--- config.mk ---
export PLATFORM = sky130hd
export DESIGN_NAME = reg_access_ctrl
export DESIGN_NICKNAME = d
export VERILOG_FILES = /design/src/rtl/reg_access_pkg.sv /design/src/rtl/reg_access_ctrl.sv
export SDC_FILE = /design/constraint.sdc
export NUM_CORES = 1
export LEC_CHECK = 0
export CAP_MARGIN = 20
export CORE_MARGIN = 4
export CORE_UTILIZATION = 35
export DETAILED_ROUTE_END_ITERATION = 6
export GPL_TIMING_DRIVEN = 1
export PLACE_DENSITY_LB_ADDON = 0.3
export SLEW_MARGIN = 20
export SYNTH_ARGS = -nofsm -noshare
export SYNTH_HDL_FRONTEND = slang
export SYNTH_SLANG_ARGS = --single-unit
--- constraint.sdc ---
create_clock -name clock -period 2.9 [get_ports clock]
set_input_delay 0.29 -clock clock [delete_from_list [all_inputs] [get_ports clock]]
set_output_delay 0.29 -clock clock [all_outputs]
set_load 0.02 [all_outputs]
--- src/rtl/reg_access_pkg.sv ---
// Shared opcode, state and width definitions for the register-file access sequencer.
package reg_access_pkg;

    localparam int REG_IDX_W = 4;
    localparam int NIBBLE_W  = 4;

    typedef enum logic [2:0] {
        OP_RD4 = 3'd0,
        OP_WR4 = 3'd1,
        OP_RD8 = 3'd2,
        OP_WR8 = 3'd3,
        OP_INC = 3'd4,
        OP_XCH = 3'd5
    } reg_op_e;

    typedef logic [2:0] state_t;

    localparam state_t ST_IDLE = 3'd0;
    localparam state_t ST_RD1  = 3'd1;
    localparam state_t ST_RD2  = 3'd2;
    localparam state_t ST_WR1  = 3'd3;
    localparam state_t ST_WR2  = 3'd4;
    localparam state_t ST_RESP = 3'd5;

    function automatic logic op_illegal(input logic [2:0] op);
        return op > 3'd5;
    endfunction

endpackage

--- src/rtl/reg_access_ctrl.sv ---
// Sequences single-beat register commands into timed 16x4 register-file accesses.
// Optional write trace port enabled by defining REG_ACCESS_TRACE_EN.
module reg_access_ctrl
    import reg_access_pkg::*;
#(
    parameter int unsigned RD_LAT = 1
) (
    input  logic                 clock,
    input  logic                 reset,
    input  logic                 cmd_valid,
    output logic                 cmd_ready,
    input  logic [2:0]           cmd_op,
    input  logic [REG_IDX_W-1:0] cmd_idx,
    input  logic [7:0]           cmd_wdata,
    output logic                 rsp_valid,
    input  logic                 rsp_ready,
    output logic [7:0]           rsp_data,
    output logic                 rsp_zero,
    output logic                 rsp_err,
    output logic [REG_IDX_W-1:0] rf_addr,
    output logic [NIBBLE_W-1:0]  rf_wdata,
    output logic                 rf_we,
    output logic                 rf_sel,
    input  logic [NIBBLE_W-1:0]  rf_rdata
`ifdef REG_ACCESS_TRACE_EN
    ,
    output logic                 trace_valid,
    output logic [REG_IDX_W-1:0] trace_addr,
    output logic [NIBBLE_W-1:0]  trace_data,
    output logic [15:0]          trace_count
`endif
);

    localparam logic [1:0] LAT = RD_LAT[1:0];

    state_t                 r_state, w_state_d;
    logic [1:0]             r_wait, w_wait_d;
    logic [2:0]             r_op, w_op;
    logic [REG_IDX_W-1:0]   r_idx, w_idx;
    logic [7:0]             r_wdata, w_wdata;
    logic [7:0]             r_rsp_data;
    logic                   r_rsp_zero, r_rsp_err;
    logic [REG_IDX_W-1:0]   r_rf_addr, w_rf_addr_d;
    logic [NIBBLE_W-1:0]    r_rf_wdata, w_rf_wdata_d;
    logic                   r_rf_we, r_rf_sel, w_rf_we_d, w_rf_sel_d;
    logic                   w_accept, w_last_rd;
    logic [NIBBLE_W-1:0]    w_inc;

    assign cmd_ready = (r_state == ST_IDLE) && !reset;
    assign w_accept  = cmd_valid && cmd_ready;
    assign w_last_rd = ((r_state == ST_RD1) || (r_state == ST_RD2)) && (r_wait == LAT);
    assign w_inc     = rf_rdata + 4'd1;

    always_comb begin
        w_state_d = r_state;
        w_wait_d  = 2'd0;
        case (r_state)
            ST_IDLE: begin
                if (w_accept) begin
                    if (op_illegal(cmd_op)) begin
                        w_state_d = ST_RESP;
                    end else if ((cmd_op == OP_WR4) || (cmd_op == OP_WR8)) begin
                        w_state_d = ST_WR1;
                    end else begin
                        w_state_d = ST_RD1;
                    end
                end
            end
            ST_RD1: begin
                if (!w_last_rd) begin
                    w_wait_d = r_wait + 2'd1;
                end else if (r_op == OP_RD8) begin
                    w_state_d = ST_RD2;
                end else if (r_op == OP_RD4) begin
                    w_state_d = ST_RESP;
                end else begin
                    w_state_d = ST_WR1;
                end
            end
            ST_RD2: begin
                if (!w_last_rd) begin
                    w_wait_d = r_wait + 2'd1;
                end else begin
                    w_state_d = ST_RESP;
                end
            end
            ST_WR1:  w_state_d = (r_op == OP_WR8) ? ST_WR2 : ST_RESP;
            ST_WR2:  w_state_d = ST_RESP;
            ST_RESP: if (rsp_ready) w_state_d = ST_IDLE;
            default: w_state_d = ST_IDLE;
        endcase
    end

    // Register-file pins are registered, so they are derived from the next state/counter.
    always_comb begin
        w_op         = (r_state == ST_IDLE) ? cmd_op : r_op;
        w_idx        = (r_state == ST_IDLE) ? cmd_idx : r_idx;
        w_wdata      = (r_state == ST_IDLE) ? cmd_wdata : r_wdata;
        w_rf_addr_d  = r_rf_addr;
        w_rf_wdata_d = r_rf_wdata;
        w_rf_we_d    = (w_state_d == ST_WR1) || (w_state_d == ST_WR2);
        w_rf_sel_d   = ((w_state_d == ST_RD1) || (w_state_d == ST_RD2)) && (w_wait_d == LAT);
        case (w_state_d)
            ST_RD1: w_rf_addr_d = (w_op == OP_RD8) ? {w_idx[3:1], 1'b0} : w_idx;
            ST_RD2: w_rf_addr_d = {w_idx[3:1], 1'b1};
            ST_WR1: begin
                w_rf_addr_d = (w_op == OP_WR8) ? {w_idx[3:1], 1'b0} : w_idx;
                if (w_op == OP_WR8) begin
                    w_rf_wdata_d = w_wdata[7:4];
                end else if (w_op == OP_INC) begin
                    w_rf_wdata_d = w_inc;
                end else begin
                    w_rf_wdata_d = w_wdata[3:0];
                end
            end
            ST_WR2: begin
                w_rf_addr_d  = {w_idx[3:1], 1'b1};
                w_rf_wdata_d = w_wdata[3:0];
            end
            default: ;
        endcase
    end

    always_ff @(posedge clock or posedge reset) begin
        if (reset) begin
            r_state    <= ST_IDLE;
            r_wait     <= 2'd0;
            r_op       <= 3'd0;
            r_idx      <= '0;
            r_wdata    <= 8'd0;
            r_rf_addr  <= '0;
            r_rf_wdata <= '0;
            r_rf_we    <= 1'b0;
            r_rf_sel   <= 1'b0;
        end else begin
            r_state    <= w_state_d;
            r_wait     <= w_wait_d;
            r_rf_addr  <= w_rf_addr_d;
            r_rf_wdata <= w_rf_wdata_d;
            r_rf_we    <= w_rf_we_d;
            r_rf_sel   <= w_rf_sel_d;
            if (w_accept) begin
                r_op    <= cmd_op;
                r_idx   <= cmd_idx;
                r_wdata <= cmd_wdata;
            end
        end
    end

    always_ff @(posedge clock or posedge reset) begin
        if (reset) begin
            r_rsp_data <= 8'd0;
            r_rsp_zero <= 1'b0;
            r_rsp_err  <= 1'b0;
        end else if (w_accept) begin
            r_rsp_data <= 8'd0;
            r_rsp_zero <= 1'b0;
            r_rsp_err  <= op_illegal(cmd_op);
        end else if (w_last_rd) begin
            if (r_state == ST_RD2) begin
                r_rsp_data[3:0] <= rf_rdata;
            end else if (r_op == OP_RD8) begin
                r_rsp_data <= {rf_rdata, 4'h0};
            end else if (r_op == OP_INC) begin
                r_rsp_data <= {4'h0, w_inc};
                r_rsp_zero <= (w_inc == 4'h0);
            end else begin
                r_rsp_data <= {4'h0, rf_rdata};
            end
        end
    end

    assign rsp_valid = (r_state == ST_RESP);
    assign rsp_data  = r_rsp_data;
    assign rsp_zero  = r_rsp_zero;
    assign rsp_err   = r_rsp_err;
    assign rf_addr   = r_rf_addr;
    assign rf_wdata  = r_rf_wdata;
    assign rf_we     = r_rf_we;
    assign rf_sel    = r_rf_sel;

`ifdef REG_ACCESS_TRACE_EN
    logic                 r_trace_valid;
    logic [REG_IDX_W-1:0] r_trace_addr;
    logic [NIBBLE_W-1:0]  r_trace_data;
    logic [15:0]          r_trace_count;

    always_ff @(posedge clock or posedge reset) begin
        if (reset) begin
            r_trace_valid <= 1'b0;
            r_trace_addr  <= '0;
            r_trace_data  <= '0;
            r_trace_count <= 16'd0;
        end else begin
            r_trace_valid <= r_rf_we;
            r_trace_addr  <= r_rf_addr;
            r_trace_data  <= r_rf_wdata;
            if (r_rf_we && (r_trace_count != 16'hFFFF)) begin
                r_trace_count <= r_trace_count + 16'd1;
            end
        end
    end

    assign trace_valid = r_trace_valid;
    assign trace_addr  = r_trace_addr;
    assign trace_data  = r_trace_data;
    assign trace_count = r_trace_count;
`endif

endmodule
Word-level counts from Yosys, hierarchy flattened:

Index checks and enable logic that the tools add are counted.

* add/subtract/negate cells: 2
* order comparisons: 1
* equal/unequal tests: 21
* muxes and demuxes: 32
* reductions and logical operators: 20

Operators with widths (count)
* $mux 8: 4
* $eq 3x2->1 const B: 9
* $mux 3: 8
* $mux 4: 6
* $pmux 3 s6: 1
* $eq 3x3->1 const B: 5
* $pmux 4 s3: 1
* $eq 3x1->1 const B: 3
* $mux 1: 8
* $pmux 4 s2: 1
* $logic_not 3->1: 2
* $mux 2: 3
* $reduce_bool 2->1: 3
* $add 4x1->4 const B: 1
* $eq 2x1->1 const B: 2
* $logic_and 1x1->1: 4
* $logic_not 4->1: 1
* $logic_or 1x1->1: 4
* $ne 2x2->1 const B: 2
* $reduce_and 4->1: 1
* $reduce_or 2->1: 2
* $gt 3x3->1 const B: 1
* $reduce_bool 3->1: 1
* $add 2x1->2 const B: 1
* 2 further kinds: 2

* register bits after elaboration: 40
* input port bits: 23
* logic and storage cells: 89

Longest topological paths before layout:

* depth after elaboration: 9
* mapped depth: 9
* mapped depth without buffers: 7

Worst setup path before layout:

No wires, ideal clock.

* path kind: reg-to-reg
* from: register r_state[1]
* to: register r_rf_addr[1], in the netlist rf_addr[1]
* setup time: 0.128 ns
* arrival: 2.043 ns
* data required time: 2.772 ns
* setup slack: 0.729 ns
* stages on the path, launching flop included: 8
* path buffers: 1
* clock period less this slack: 2.171 ns
* cell sequence: dfrtp_1 buf_6 xnor2_2 nor3_1 a222oi_1 nand4_1 o21ai_2 mux2_1

* longest elaborated chain between the ends: 8

RTL lines
* start: declaration: RTL line reg_access_ctrl.sv:36 `state_t r_state, w_state_d;`
* start signal: assignment: RTL line reg_access_ctrl.sv:136 `r_state <= w_state_d;`
* $eq 3x1->1 (tied with other cells): RTL line reg_access_ctrl.sv:51, reg_access_ctrl.sv:57
* $logic_or 1x1->1 or $logic_and 1x1->1 (tied branches): RTL line reg_access_ctrl.sv:51, reg_access_ctrl.sv:49
* $logic_and 1x1->1 (on tied branches): RTL line reg_access_ctrl.sv:51, reg_access_ctrl.sv:50
* $mux 3 (on tied branches): RTL line reg_access_ctrl.sv:81, reg_access_ctrl.sv:70, reg_access_ctrl.sv:59
* $pmux 3 s6: RTL line reg_access_ctrl.sv:57 `case (r_state)`
* $eq 3x3->1 or $eq 3x2->1 (tied branches): RTL line reg_access_ctrl.sv:103 `case (w_state_d)`
* $reduce_or 2->1 (no line)
* $reduce_bool 3->1 (no line)
* end signal: assignment: RTL line reg_access_ctrl.sv:138 `r_rf_addr <= w_rf_addr_d;`
* end: declaration: RTL line reg_access_ctrl.sv:43 `logic [REG_IDX_W-1:0] r_rf_addr, w_rf_addr_d;`

Several ways; a longest one is shown, not always the timed one. The select of a mux whose other input is x is not followed.
A chain may end at the register's enable or synchronous reset.

Worst setup path after layout:

* from: register r_op[2]
* to: register r_rf_wdata[0], in the netlist rf_wdata[0]

* longest elaborated chain between the ends: 7

RTL lines
* start: declaration: RTL line reg_access_ctrl.sv:38 `logic [2:0] r_op, w_op;`
* start signal: assignment: RTL line reg_access_ctrl.sv:143 `r_op <= cmd_op;`
* $logic_not 3->1: RTL line reg_access_ctrl.sv:74 `end else if (r_op == OP_RD4) begin`
* $mux 3: RTL line reg_access_ctrl.sv:74
* $mux 3: RTL line reg_access_ctrl.sv:72 `end else if (r_op == OP_RD8) begin`
* $mux 3: RTL line reg_access_ctrl.sv:70 `if (!w_last_rd) begin`
* $pmux 3 s6: RTL line reg_access_ctrl.sv:57
* $eq 3x3->1 or $eq 3x2->1 (tied branches): RTL line reg_access_ctrl.sv:103
* $pmux 4 s2 or $reduce_bool 2->1 (tied branches)
* end signal: assignment: RTL line reg_access_ctrl.sv:139 `r_rf_wdata <= w_rf_wdata_d;`
* end: declaration: RTL line reg_access_ctrl.sv:44 `logic [NIBBLE_W-1:0] r_rf_wdata, w_rf_wdata_d;`

Several ways; a longest one is shown, not always the timed one.

==> flow_metrics.env <==
export IMPL_hpwl_mm=4.80
export IMPL_routedWlPerCell_um=16.3
export IMPL_synth_ff_type="dfrtp_1"
export IMPL_fin_setup_tns_ns=0
export IMPL_worst_setup_path_start_kind="register"
export IMPL_cp_buffers_inverters=0
export IMPL_setup_violations=0
export IMPL_io_buffers=44
export IMPL_hold_viol=0
export IMPL_outcome="complete, no violations"
export IMPL_grt_setup_unrepaired="false"
export IMPL_async_flop_share=1.00
export IMPL_nNetsFinal=347
export IMPL_n_antenna_cell=0
export IMPL_ant_nets=0
export IMPL_globalRouteMet2Util=0.261
export IMPL_track_usage=0.161
export IMPL_clk_path_buf_depth=2
export IMPL_yosysTopAreaCellShare=0.419
export IMPL_grt_max_degree=41
export IMPL_cts_setup_buffers=0
export IMPL_dieHeight_um=90.6
export IMPL_drt_wl_total_mm=6.52
export IMPL_met1_usage=0.220
export IMPL_start_util=0.368
export IMPL_clkTransAtPathRegs_ns=0.09
export IMPL_crit_fanout=12
export IMPL_cts_repair_resized=0
export IMPL_p_leak_nw=1.36
export IMPL_yosysMostFrequentCell="nand2_1"
export IMPL_criticalPathCategory="register to register"
export IMPL_ys_seq_elements=40
export IMPL_cap_violations=0
export IMPL_cts_sinks=40
export IMPL_synth_nets=301
export IMPL_synth_seq_area_share=0.419
export IMPL_die_x_um=90.6
export IMPL_area_delta_synth_final_pct=26.6
export IMPL_antenna_found_initial=0
export IMPL_cts_buffers_inserted=5
export IMPL_vdd_drop_max_uv=448
export IMPL_yosysTopAreaCell="dfrtp_1"
export IMPL_num_io_pins=45
export IMPL_rows=29
export IMPL_grt_pass1_vias=2071
export IMPL_place_area_sq_um=2920
export IMPL_grt_util_met3=0.0308
export IMPL_gp_congestion=0.861
export IMPL_slew_headroom=0.620
export IMPL_critPathRequiredTime_ns=3.12
export IMPL_cpPeakStageDelay_ns=0.49
export IMPL_cts_tree="yes"
export IMPL_synth_avg_cell_area_sq_um=8.65
export IMPL_h_tree_depth=2
export IMPL_core_area_sq_um=6490
export IMPL_reg2regPathDepth=6
export IMPL_fin_crit_ns=2.53
export IMPL_grt_first_pass_wirelength_mm=10.7
export IMPL_drt_first_iter_violations=151
export IMPL_die_area_sq_um=8210
export IMPL_num_vias=2145
export IMPL_pwr_density_cell_nw_per_um2=1110
export IMPL_synth_area_top_cells="dfrtp_1 (42%), nand2_1 (11%), nand3_1 (4.0%)"
export IMPL_syn_area_sq_um=2390
export IMPL_yosys_top_cells_count="nand2_1 (73), dfrtp_1 (40), nand3_1 (19)"
export IMPL_min_period_over_period=0.872
export IMPL_hold_class="input port to async pin"
export IMPL_final_cell_area_sq_um=3020
export IMPL_worstPathCellList="nor2b_1 -> nand2_1 -> a222oi_1 -> and2_1 -> mux2i_1 -> o221a_1"
export IMPL_critPathArrivalTime_ns=2.75
export IMPL_drive_gt1_frac=0.0774
export IMPL_crit_cells=6
export IMPL_netlist_instances=276
export IMPL_drc_errors=0
export IMPL_skew_ns=0.0136
export IMPL_drv_slew=0
export IMPL_drt_vias_per_instance=5.36
export IMPL_gr_total_overflow=0
export IMPL_detail_route_first_pass_iterations=4
export IMPL_synth_cell_type_count=51
export IMPL_cts_root_buffer="clkbuf_8"
export IMPL_slowest_stage="dfrtp_1"
export IMPL_yosys_warnings=0
export IMPL_clk_latency_ns=0.30
export IMPL_max_freq_mhz=396
export IMPL_hold_buffers=0
export IMPL_critPathCaptureType="register"
export IMPL_worstMarginPinSlew_ns=0.568
export IMPL_busiest_layer="met2"
export IMPL_cp_top_family="simple AND/OR/NAND/NOR gates"
export IMPL_synth_edff_count=0
-- cells by family (layout without fill, tap and decap cells) --
logic type	Yosys count	count (layout)	share of synthesized area
AND/OR/NAND/NOR	142	142	0.282
AO/OA/AOI/OAI	48	48	0.157
flip-flops	40	40	0.419
buffers and inverters	25	72	0.0508
multiplexers	12	12	0.0524
XOR/XNOR	7	7	0.0288
adder cells (fa/ha/maj)	2	2	0.0105
-- per-stage QoR --
step | util | power [mW] | hold slack [ns] | instances | setup WS (ns)
global placement | 0.449 | 2.88 | 0.458 | 392 | 0.405
CTS | 0.466 | 3.38 | 0.483 | 400 | 0.385
finish | 0.466 | 3.36 | 0.474 | 400 | 0.372
global route | 0.466 | 3.62 | 0.494 | 400 | 0.157
detailed placement | 0.449 | 2.91 | 0.463 | 392 | 0.412
floorplan | - | 2.29 | 0.395 | 276 | 0.729
-- worst paths after layout --
kind,from,end,slack (ns)
worst max-delay path,r_op[2]$_DFFE_PP0N_,rf_wdata[0]$_DFFE_PP0P_,0.37
worst min-delay path,reset,rf_sel$_DFF_PP0_,0.47
worst max register to register,r_op[2]$_DFFE_PP0N_,rf_wdata[0]$_DFFE_PP0P_,0.37
worst min register to register,r_idx[1]$_DFFE_PP0N_,r_idx[1]$_DFFE_PP0N_,0.48
max in group asynchronous,reset,rsp_data[4]$_DFFE_PP0P_,2.04
min in group clock,r_idx[1]$_DFFE_PP0N_,r_idx[1]$_DFFE_PP0N_,0.48
-- worst min-delay path: stages --
cell	delay (ns)
clkdlybuf4s50_1	0.44
inv_1	0.06
buf_4	0.44
-- power by group --
part | internal, mW | switching [mW] | leakage [nW] | total [mW]
Sequential | 0.801 | 0.226 | 0.509 | 1.03
Clock | 0.256 | 0.200 | 0.0552 | 0.456
Combinational | 0.835 | 1.04 | 0.800 | 1.87
Total | 1.89 | 1.46 | 1.36 | 3.36
-- state kept, by name, indices dropped and copies added, names as in the netlist --
signal / count
rsp_data: 8
rsp_zero: 1
rsp_err: 1
rf_addr: 4
rf_we: 1
r_wdata: 8
rf_sel: 1
r_op: 3
r_wait: 2
rf_wdata: 4
r_state: 3
r_idx: 4
-- routing by layer --
layer | vias to the layer above | routed length [um] | share of wire
met1 | 1014 | 3040 | 0.47
li1 | 1063 | - | -
met4 | 0 | 29 | 0.0044
met3 | 2 | 353 | 0.054
met2 | 66 | 3090 | 0.47
met5 | - | 0 | 0
-- final cells by class --
cell class | count | area, sq um
multi-input cells | 211 | 1270
repair buffers | 54 | 515
flip-flops and latches | 40 | 1000
fillers | 640 | 3470
clock buffers | 6 | 72.6
inverters | 10 | 37.5
well taps | 77 | 96.3
clock inverters | 2 | 35.0
-- layout by cell type (no fill, tap or decap), types with 2 or more instances in the layout --
cell type,synthesis,final
nand2_1,73,73
clkdlybuf4s50_1,0,44
dfrtp_1,40,40
nand3_1,19,19
nor3_1,10,10
buf_4,2,10
o21ai_0,9,9
inv_1,9,9
nor2_1,8,8
mux2i_1,8,8
nand2b_1,7,7
nor2b_1,6,6
xnor2_1,5,5
a211oi_1,5,5
a21oi_1,5,5
a22o_1,5,5
clkbuf_8,0,5
and3_1,4,4
or3_1,3,3
and2_1,3,3
a31oi_1,3,3
o221ai_1,3,3
mux2_1,3,3
a222oi_1,2,2
a21o_1,2,2
a211o_1,2,2
or4_1,2,2
a311oi_1,2,2
nor4_1,2,2
ha_1,2,2
No activity file was read; power rests on OpenSTA's default activity.
